### config.mk
export PLATFORM = sky130hd
export DESIGN_NAME = video_stream_gen
export DESIGN_NICKNAME = d
export VERILOG_FILES = /design/src/rtl/video_stream_gen_pkg.sv /design/src/rtl/video_stream_gen_raster_counter.sv /design/src/rtl/video_stream_gen.sv
export SDC_FILE = /design/constraint.sdc
export NUM_CORES = 1
export LEC_CHECK = 0
export ABC_AREA = 1
export CAP_MARGIN = 10
export CELL_PAD_IN_SITES_DETAIL_PLACEMENT = 2
export CELL_PAD_IN_SITES_GLOBAL_PLACEMENT = 2
export CORE_UTILIZATION = 34
export CTS_CLUSTER_SIZE = 10
export DETAILED_ROUTE_END_ITERATION = 10
export GPL_TIMING_DRIVEN = 0
export PLACE_DENSITY_LB_ADDON = 0.25
export SETUP_SLACK_MARGIN = 0.02
export SLEW_MARGIN = 15
export SYNTH_ARGS = -nofsm -noshare
export SYNTH_HDL_FRONTEND = slang
export SYNTH_SLANG_ARGS = --single-unit
### constraint.sdc
create_clock -name clk -period 2.1 [get_ports clk]
set_clock_uncertainty 0.1 [all_clocks]
set_input_delay 0.63 -clock clk [delete_from_list [all_inputs] [get_ports clk]]
set_output_delay 0.63 -clock clk [all_outputs]
set_load 0.02 [all_outputs]
### src/rtl/video_stream_gen_pkg.sv
// rtl/video_stream_gen_pkg.sv - shared stream word layout, pattern and state types
package video_stream_gen_pkg;

  localparam int PIX_MSB  = 10;
  localparam int PIX_LSB  = 3;
  localparam int DE_BIT   = 2;
  localparam int HS_BIT   = 1;
  localparam int VS_BIT   = 0;
  localparam int STREAM_W = 11;

  typedef enum logic [1:0] {
    PAT_H_RAMP  = 2'd0,
    PAT_V_RAMP  = 2'd1,
    PAT_CHECKER = 2'd2,
    PAT_MOVING  = 2'd3
  } pattern_e;

  typedef enum logic [1:0] {
    ST_IDLE     = 2'd0,
    ST_RUN      = 2'd1,
    ST_STOPPING = 2'd2
  } state_e;

  function automatic logic [7:0] pattern_pixel(input pattern_e sel, input logic [7:0] h,
                                               input logic [7:0] v, input logic [7:0] frame);
    logic [7:0] pix;
    case (sel)
      PAT_H_RAMP:  pix = h;
      PAT_V_RAMP:  pix = v;
      PAT_CHECKER: pix = (h[3] ^ v[3]) ? 8'hFF : 8'h00;
      default:     pix = h + frame;
    endcase
    return pix;
  endfunction

endpackage

### src/rtl/video_stream_gen_raster_counter.sv
// rtl/video_stream_gen_raster_counter.sv - h/v raster counters, end strobes and region decode
module raster_counter
  import video_stream_gen_pkg::*;
#(
  parameter int H_ACTIVE = 1280,
  parameter int H_FP     = 110,
  parameter int H_SYNC   = 40,
  parameter int H_BP     = 220,
  parameter int V_ACTIVE = 720,
  parameter int V_FP     = 5,
  parameter int V_SYNC   = 5,
  parameter int V_BP     = 20,
  parameter int HW       = $clog2(H_ACTIVE + H_FP + H_SYNC + H_BP + 1),
  parameter int VW       = $clog2(V_ACTIVE + V_FP + V_SYNC + V_BP + 1)
) (
  input  logic          clk,
  input  logic          rst,
  input  logic          advance,
  output logic [HW-1:0] h_cnt,
  output logic [VW-1:0] v_cnt,
  output logic          frame_end,
  output logic          h_active,
  output logic          v_active,
  output logic          h_sync,
  output logic          v_sync
);

  localparam logic [HW-1:0] H_LAST = HW'(H_ACTIVE + H_FP + H_SYNC + H_BP - 1);
  localparam logic [HW-1:0] H_ACT  = HW'(H_ACTIVE);
  localparam logic [HW-1:0] HS_BEG = HW'(H_ACTIVE + H_FP);
  localparam logic [HW-1:0] HS_END = HW'(H_ACTIVE + H_FP + H_SYNC);
  localparam logic [VW-1:0] V_LAST = VW'(V_ACTIVE + V_FP + V_SYNC + V_BP - 1);
  localparam logic [VW-1:0] V_ACT  = VW'(V_ACTIVE);
  localparam logic [VW-1:0] VS_BEG = VW'(V_ACTIVE + V_FP);
  localparam logic [VW-1:0] VS_END = VW'(V_ACTIVE + V_FP + V_SYNC);

  logic line_end;

  assign line_end  = (h_cnt == H_LAST);
  assign frame_end = line_end && (v_cnt == V_LAST);

  always_ff @(posedge clk or posedge rst) begin
    if (rst) begin
      h_cnt <= '0;
      v_cnt <= '0;
    end else if (advance) begin
      if (line_end) begin
        h_cnt <= '0;
        v_cnt <= (v_cnt == V_LAST) ? '0 : v_cnt + 1'b1;
      end else begin
        h_cnt <= h_cnt + 1'b1;
      end
    end
  end

  // v_sync decodes whole lines, so it can only toggle when h_cnt returns to 0
  assign h_active = (h_cnt < H_ACT);
  assign v_active = (v_cnt < V_ACT);
  assign h_sync   = (h_cnt >= HS_BEG) && (h_cnt < HS_END);
  assign v_sync   = (v_cnt >= VS_BEG) && (v_cnt < VS_END);

endmodule

### src/rtl/video_stream_gen.sv
// rtl/video_stream_gen.sv - video timing and test-pattern source with frame-aligned start/stop
module video_stream_gen
  import video_stream_gen_pkg::*;
#(
  parameter int H_ACTIVE = 1280,
  parameter int H_FP     = 110,
  parameter int H_SYNC   = 40,
  parameter int H_BP     = 220,
  parameter int V_ACTIVE = 720,
  parameter int V_FP     = 5,
  parameter int V_SYNC   = 5,
  parameter int V_BP     = 20
) (
  input  logic                clk,
  input  logic                rst,
  input  logic                enable,
  input  logic [1:0]          pattern_sel,
  output logic [7:0]          pixel_out,
  output logic                de_out,
  output logic                h_sync_out,
  output logic                v_sync_out,
  output logic                frame_start,
  output logic [STREAM_W-1:0] stream_out,
  output logic                busy
);

  localparam int HW = $clog2(H_ACTIVE + H_FP + H_SYNC + H_BP + 1);
  localparam int VW = $clog2(V_ACTIVE + V_FP + V_SYNC + V_BP + 1);

  logic [HW-1:0] h_cnt;
  logic [VW-1:0] v_cnt;
  logic          frame_end, h_active, v_active, h_sync, v_sync;
  logic          cnt_active, frame_last, at_origin, de_d;
  logic [7:0]    h_lo, v_lo, frame_cnt;
  state_e        state, state_next;
  pattern_e      sel_q, sel_cur;

  raster_counter #(
    .H_ACTIVE(H_ACTIVE), .H_FP(H_FP), .H_SYNC(H_SYNC), .H_BP(H_BP),
    .V_ACTIVE(V_ACTIVE), .V_FP(V_FP), .V_SYNC(V_SYNC), .V_BP(V_BP),
    .HW(HW), .VW(VW)
  ) u_raster (
    .clk      (clk),
    .rst      (rst),
    .advance  (cnt_active),
    .h_cnt    (h_cnt),
    .v_cnt    (v_cnt),
    .frame_end(frame_end),
    .h_active (h_active),
    .v_active (v_active),
    .h_sync   (h_sync),
    .v_sync   (v_sync)
  );

  assign frame_last = cnt_active && frame_end;
  assign at_origin  = (h_cnt == '0) && (v_cnt == '0);
  assign h_lo       = 8'(h_cnt);
  assign v_lo       = 8'(v_cnt);

  always_ff @(posedge clk or posedge rst) begin
    if (rst) state <= ST_IDLE;
    else     state <= state_next;
  end

  always_comb begin
    state_next = state;
    case (state)
      ST_IDLE:     if (enable) state_next = ST_RUN;
      ST_RUN:      if (!enable) state_next = ST_STOPPING;
      ST_STOPPING: begin
        if (enable)          state_next = ST_RUN;
        else if (frame_last) state_next = ST_IDLE;
      end
      default:     state_next = ST_IDLE;
    endcase
  end

  // Counters start one cycle after leaving IDLE and stop on the same edge that re-enters IDLE
  always_ff @(posedge clk or posedge rst) begin
    if (rst) cnt_active <= 1'b0;
    else     cnt_active <= (state != ST_IDLE) && (state_next != ST_IDLE);
  end

  assign sel_cur = at_origin ? pattern_e'(pattern_sel) : sel_q;

  always_ff @(posedge clk or posedge rst) begin
    if (rst) begin
      sel_q     <= PAT_H_RAMP;
      frame_cnt <= 8'h00;
    end else begin
      if (at_origin)  sel_q     <= pattern_e'(pattern_sel);
      if (frame_last) frame_cnt <= frame_cnt + 8'h01;
    end
  end

  assign de_d = cnt_active && h_active && v_active;

  always_ff @(posedge clk or posedge rst) begin
    if (rst) begin
      pixel_out   <= 8'h00;
      de_out      <= 1'b0;
      h_sync_out  <= 1'b0;
      v_sync_out  <= 1'b0;
      frame_start <= 1'b0;
      busy        <= 1'b0;
    end else begin
      pixel_out   <= de_d ? pattern_pixel(sel_cur, h_lo, v_lo, frame_cnt) : 8'h00;
      de_out      <= de_d;
      h_sync_out  <= cnt_active && h_sync;
      v_sync_out  <= cnt_active && v_sync;
      frame_start <= cnt_active && at_origin;
      busy        <= (state != ST_IDLE);
    end
  end

  assign stream_out[PIX_MSB:PIX_LSB] = pixel_out;
  assign stream_out[DE_BIT]          = de_out;
  assign stream_out[HS_BIT]          = h_sync_out;
  assign stream_out[VS_BIT]          = v_sync_out;

endmodule

# [Word-level counts from Yosys, hierarchy flattened]
# Index checks and enable logic that the tools add are counted.
[totals] register_bits=47 in_bits=5 out_inout_bits=24 elab_cells=58
[op_classes] n_addsub=4 magnitude_cmp=6 eq_ne=6 muxes=11 bitwise_logic=1 reduce_logical=18
[op_table] operator="8-bit one-hot mux with 3 select lines" count=1
[op_table] operator="11-bit < comparator, second input constant" count=2
[op_table] operator="10-bit < comparator, second input constant" count=2
[op_table] operator="8-bit 2-to-1 mux" count=2
[op_table] operator="11-bit by 1-bit adder with 11-bit output, second input constant" count=1
[op_table] operator="11-bit == test, second input constant" count=1
[op_table] operator="11-bit greater-or-equal comparator, second input constant" count=1
[op_table] operator="1-bit logical AND" count=11
[op_table] operator="11-bit logical NOT" count=1
[op_table] operator="11-bit 2-to-1 mux" count=1
[op_table] operator="10-bit by 1-bit adder with 10-bit output, second input constant" count=1
[op_table] operator="10-bit == test, second input constant" count=1
[op_table] operator="10-bit greater-or-equal comparator, second input constant" count=1
[op_table] operator="10-bit logical NOT" count=1
[op_table] operator="10-bit 2-to-1 mux" count=1
[op_table] operator="2-bit 2-to-1 mux" count=5
[op_table] operator="8-bit by 1-bit adder with 8-bit output, second input constant" count=1
[op_table] operator="8-bit adder" count=1
[op_table] operator="2-bit one-hot mux with 3 select lines" count=1
[op_table] operator="2-bit by 1-bit == test with 1-bit output, second input constant" count=2
[op_table] operator="2-bit == test, second input constant" count=2
[op_table] operator="2-bit logical NOT" count=2
[op_table] operator="2-bit nonzero test" count=2
[op_table] operator="2-bit AND reduction" count=1
[op_table] operator="1-bit bitwise XOR" count=1

# [Logic depth before layout (Yosys ltp)]
[logic_depth] word_depth=8 depth_mapped=13 ltp_nobuf=13

# [Cells and area by module]
# Synthesis repeated with hierarchy kept, for this count alone.
[unflattened] hier_cells=443 area_unflattened_um2=3311.9
[modules_own_cells] module="video_stream_gen" instances=1 cells_each=221 area_each_um2=1810.5 seq_area_each_um2=650.6
[modules_own_cells] module="raster_counter" instances=1 cells_each=222 area_each_um2=1501.4 seq_area_each_um2=525.5

# [Least setup slack after synthesis]
# OpenSTA, ideal clock, no wires.
[synth_timing] path_type="register to register" from="register u_raster.h_cnt[0]" to="register pixel_out[6]" setup_time_ns=0.113 arrival_time_ns=1.568 required_ns=1.887 slack_ns=0.320 path_stages_with_launch=11 path_buffers=0 synth_period_minus_slack_ns=1.780 path_cell_list="dfrtp_1 > ha_1 > fa_1 > nand4_1 > nand3_1 > xnor2_1 > nand3_1 > nand2_1 > inv_1 > nand2_1 > inv_1"
[synth_between] elab_chain_len=6 word_cells_on_any_way=12 classes_between="add/sub: 1; order compare: 1; eq/ne: 2; mux: 3; reduce/logical: 5"
[synth_rtl] item="from (decl)" line="video_stream_gen_raster_counter.sv:19" rtl="output logic [HW-1:0] h_cnt,"
[synth_rtl] item="from (signal assigned)" line="video_stream_gen_raster_counter.sv:51" rtl="h_cnt <= h_cnt + 1'b1;"
[synth_rtl] item="parallel branches: the longest is 5 deep, another holds 8-bit adder"
[synth_rtl] item="8-bit 2-to-1 mux *" line="video_stream_gen.sv:107" rtl="pixel_out <= de_d ? pattern_pixel(sel_cur, h_lo, v_lo, frame_cnt) : 8'h00;"
[synth_rtl] item="to (signal assigned)" line="video_stream_gen.sv:107"
[synth_rtl] item="to (decl)" line="video_stream_gen.sv:18" rtl="output logic [7:0] pixel_out,"
# Every way passes the cells marked *.
# A chain may end at the register's enable or synchronous reset.

# [Final worst setup path]
[layout_timing] from="register u_raster.h_cnt[0]" to="register u_raster.h_cnt[10]"
[layout_between] elab_chain_len=2 word_cells_on_any_way=3 classes_between="add/sub: 1; eq/ne: 1; mux: 1"
[layout_rtl] item="11-bit by 1-bit adder with 11-bit output / 11-bit == test (equally long branches)" line="video_stream_gen_raster_counter.sv:51, video_stream_gen_raster_counter.sv:39"
[layout_rtl] item="11-bit 2-to-1 mux *" line="video_stream_gen_raster_counter.sv:47" rtl="if (line_end) begin"
# Mark *: on every way between the ends. The rest lies on a longest branch, timed or not.

==> results.md <==
- Port Buffer Count: 28
- Reg2Reg Setup Slack: just over 0.06 ns
- Final worst setup slack: between 0.06 and 0.07 ns
- Sink of the worst hold path: busy
- Synth area leaders: dfrtp_1 38%, inv_1 6.4%, nor2_1 6.4%
- FF+latch area: between 1000 and 1500 µm²
- Vias: 2799
- First-pass GRT wire length: between 15 and 20 mm
- P&R area growth vs syn: 26.09%
- Worst hold start: state[1]
- Clock sink count: 47
- Final nets: 450
- DR DRC count: 0
- Synth Area in Adders: 6.798%
- Final Util: between 40 and 50%
- Dpl ws: -0.2135 ns
- Post-synth cell types: 38
- Fillers: between 1000 and 1500
- Compound-Gate Fraction of Synth Area: 8.149%
- Starting DRT DRC Count: just under 100
- RSZ-0062 raised after global routing: true
- FMAX: 0.4905 GHz
- Synth warn: 0
- Die ar.: 9369 µm²
- Deepest clock path buffer count: 2
- Initial core utilization: 35.04%
- Crit end category: flip-flop
- Sequential cell area fraction in the yosys report: between 30% and 40%
- Worst ir drop on vdd: around 0.31 mV
- Pwr/cell area: between 1000 and 1500 nW/µm²
- Syn Inst Count: ~380
- Total GRT Usage: about a fifth
- Slew HR: 57.09%
- Fin crit period: about 2.0 ns
- Hold Violations, Final: 0
- Worst Hold Class: reg -> reg
- Final global-route overflow total: 0
- WL final: 10.06 mm
- Row count: 34
- Routed len/inst: ~19 µm
- TritonCTS clock tree: yes
- Vias/cell: approximately 5.2
- Final TNS setup: 0 ns
- Pleak: just under 2 nW
- Root Driver: clkbuf_8
- Cts bufs inserted: 5
- Finished Layout Cells: roughly 540
- Placed cell count: 514
- Synthesized cell area: 3055 µm²
- Worst hold stages: 2
- R2R cell count: 10
- Simple-gate portion of the synthesized area: approximately 29%
- Pwr Total: roughly 0.0039 W
- Largest family of logic cells by synthesized area: simple AND/OR/NAND/NOR gates
- Synthesized net count: a little under 400
- Num ports: 29
- Final Max Slew Viols: 0
- Largest net degree at the start of global routing: 25
- CP Launch Type: flip-flop
- Peak fanout along the critical path: 3
- Post-DP HPWL: approximately 7.3 mm
- Die width: around 97 µm
- Clk_lat worst skew: 0.31 ns
- Antenna cell count: 0
- R2r startpoint: u_raster.h_cnt[0]
- Setup CP Type: reg -> reg
- Pin slew with the least headroom to its limit: around 0.64 ns
- # hold bufs at CTS: 0
- Layout cells sized above 1: between 20% and 30%
- Xor/xnor share of the synthesized area: 5.733%
- Max_cap viols: 0
- H-tree depth: 2
- RePlAce Congestion: 0.7926
- Initial antenna violation count: 0
- Antenna Nets Post-Route: 0
- Multi-input logic area: roughly 1700 µm²
- WP data required: approximately 2.2 ns
- Core Box Area: 8721 µm²
- Syn_area_per_cell: 8.105 µm²
- Final period util: between 90% and 100%
- Vias in the first global route: 3011
- Worst R2R End: u_raster.h_cnt[10]
- Drt pass-1 iters: 4
- Final setup violation count: 0
- Synth area leader: dfrtp_1
- Mux share of post-synthesis cell area: less than 1%
- Share of the synthesized area in the top cell type: approximately 38%
- #FFs+latches synth: 47
- Status: completed
- Die height: between 90 and 100 µm
- CP Data Arrival Time: ~2.2 ns
- Clock transition at the registers of the reported paths: about 0.10 ns
[synth_stat cells (all sizes together)]
master / n
nand2: 57
o21ai: 24
nand4: 14
nor2: 56
a21boi: 2
nand3b: 1
nor3b: 1
o21a: 1
a211oi: 1
nand3: 32
inv: 57
mux2: 2
dfrtp: 47
a31oi: 4
a21o: 1
fa: 1
a21oi: 11
xor2: 17
o211ai: 1
buf: 16
ha: 15
nor3: 9
nor4: 4
xnor2: 3
[layout make-up]
class	count	share of cell area, %
inverters	57	5.814
clock inverters	3	0.5196
repair buffers	44	10.69
clock buffers	5	1.786
multi-input cells	258	43.85
well taps	108	3.508
flip-flops and latches	47	30.76
plain buffers	16	3.085
[cell usage in the layout, fill, tap and decap left out, drive strengths merged, types with 15 or more instances in the layout]
master         count
xor2              17
inv               57
nand3             32
buf               32
o21ai             24
clkdlybuf4s50     17
dfrtp             47
nand2             58
ha                15
nor2              56
[kinds of logic (layout without fill, tap and decap cells)]
family,after synthesis,in the layout
mux,2,2
buf+inv,73,125
simple gates,174,175
flops,47,47
xor+xnor,20,20
fa+ha+maj,16,16
compound gates,45,45
[worst max-delay path, cell delays in order, from the launching register on]
cell	delay, ns
dfrtp_2	0.43
buf_4	0.15
ha_1	0.14
inv_1	0.06
nor3_2	0.21
nand3_1	0.18
nor2_1	0.24
nand3_1	0.16
nor2_1	0.12
o21ai_0	0.09
nor2_1	0.10
[per-stage QoR]
step                      hold WS (ns)  area, µm²
after floorplan                 0.3711       3055
after global placement          0.3960       3471
after detailed placement        0.4143       3491
after CTS                       0.4371       3618
after global routing            0.4663       3852
final                           0.4352       3852
[flip-flops by register name, indices dropped and copies added (netlist names), 2 cells and up]
| register | flops |
|---|---|
| sel_q | 2 |
| u_raster.v_cnt | 10 |
| pixel_out | 8 |
| state | 2 |
| frame_cnt | 8 |
| u_raster.h_cnt | 11 |
[worst max-delay path by stage]
stage                                  from                  to  slack [ns]  depth (start not counted)
after floorplan                         rst                busy        0.25                          1
after global placement                  rst   u_raster.v_cnt[9]       -0.84                          2
after detailed placement  u_raster.h_cnt[1]        pixel_out[0]       -0.21                         11
after CTS                 u_raster.h_cnt[0]        pixel_out[2]        0.03                         12
after global routing      u_raster.h_cnt[0]  u_raster.h_cnt[10]       -0.07                         10
final                     u_raster.h_cnt[0]  u_raster.h_cnt[10]        0.06                         10
[layer usage]
layer  vias to the layer above  wire, µm  track usage [%]  part of all wire [%]
li1                       1326         -                -                     -
met1                      1407      4328            25.67                    43
met2                        49      5308            38.41                    53
met3                        17       229            3.107                   2.3
met4                         0       192            5.855                   1.9
met5                         -         0                0                     0
[timing repair]
| action | CTS | global route |
|---|---|---|
| buffers inserted | 5 | 10 |
| resized for setup | 21 | 35 |
| cloned | 0 | 1 |
| pin swaps | 3 | 9 |
| setup endpoints to repair | 19 | 10 |
[where the power goes]
part,switching [W],total (W),internal (W)
Sequential,0.000134,0.00118,0.00105
Clock,0.000352,0.000585,0.000233
Combinational,0.00126,0.00210,0.000842
Power figures use the tool's default switching activity.
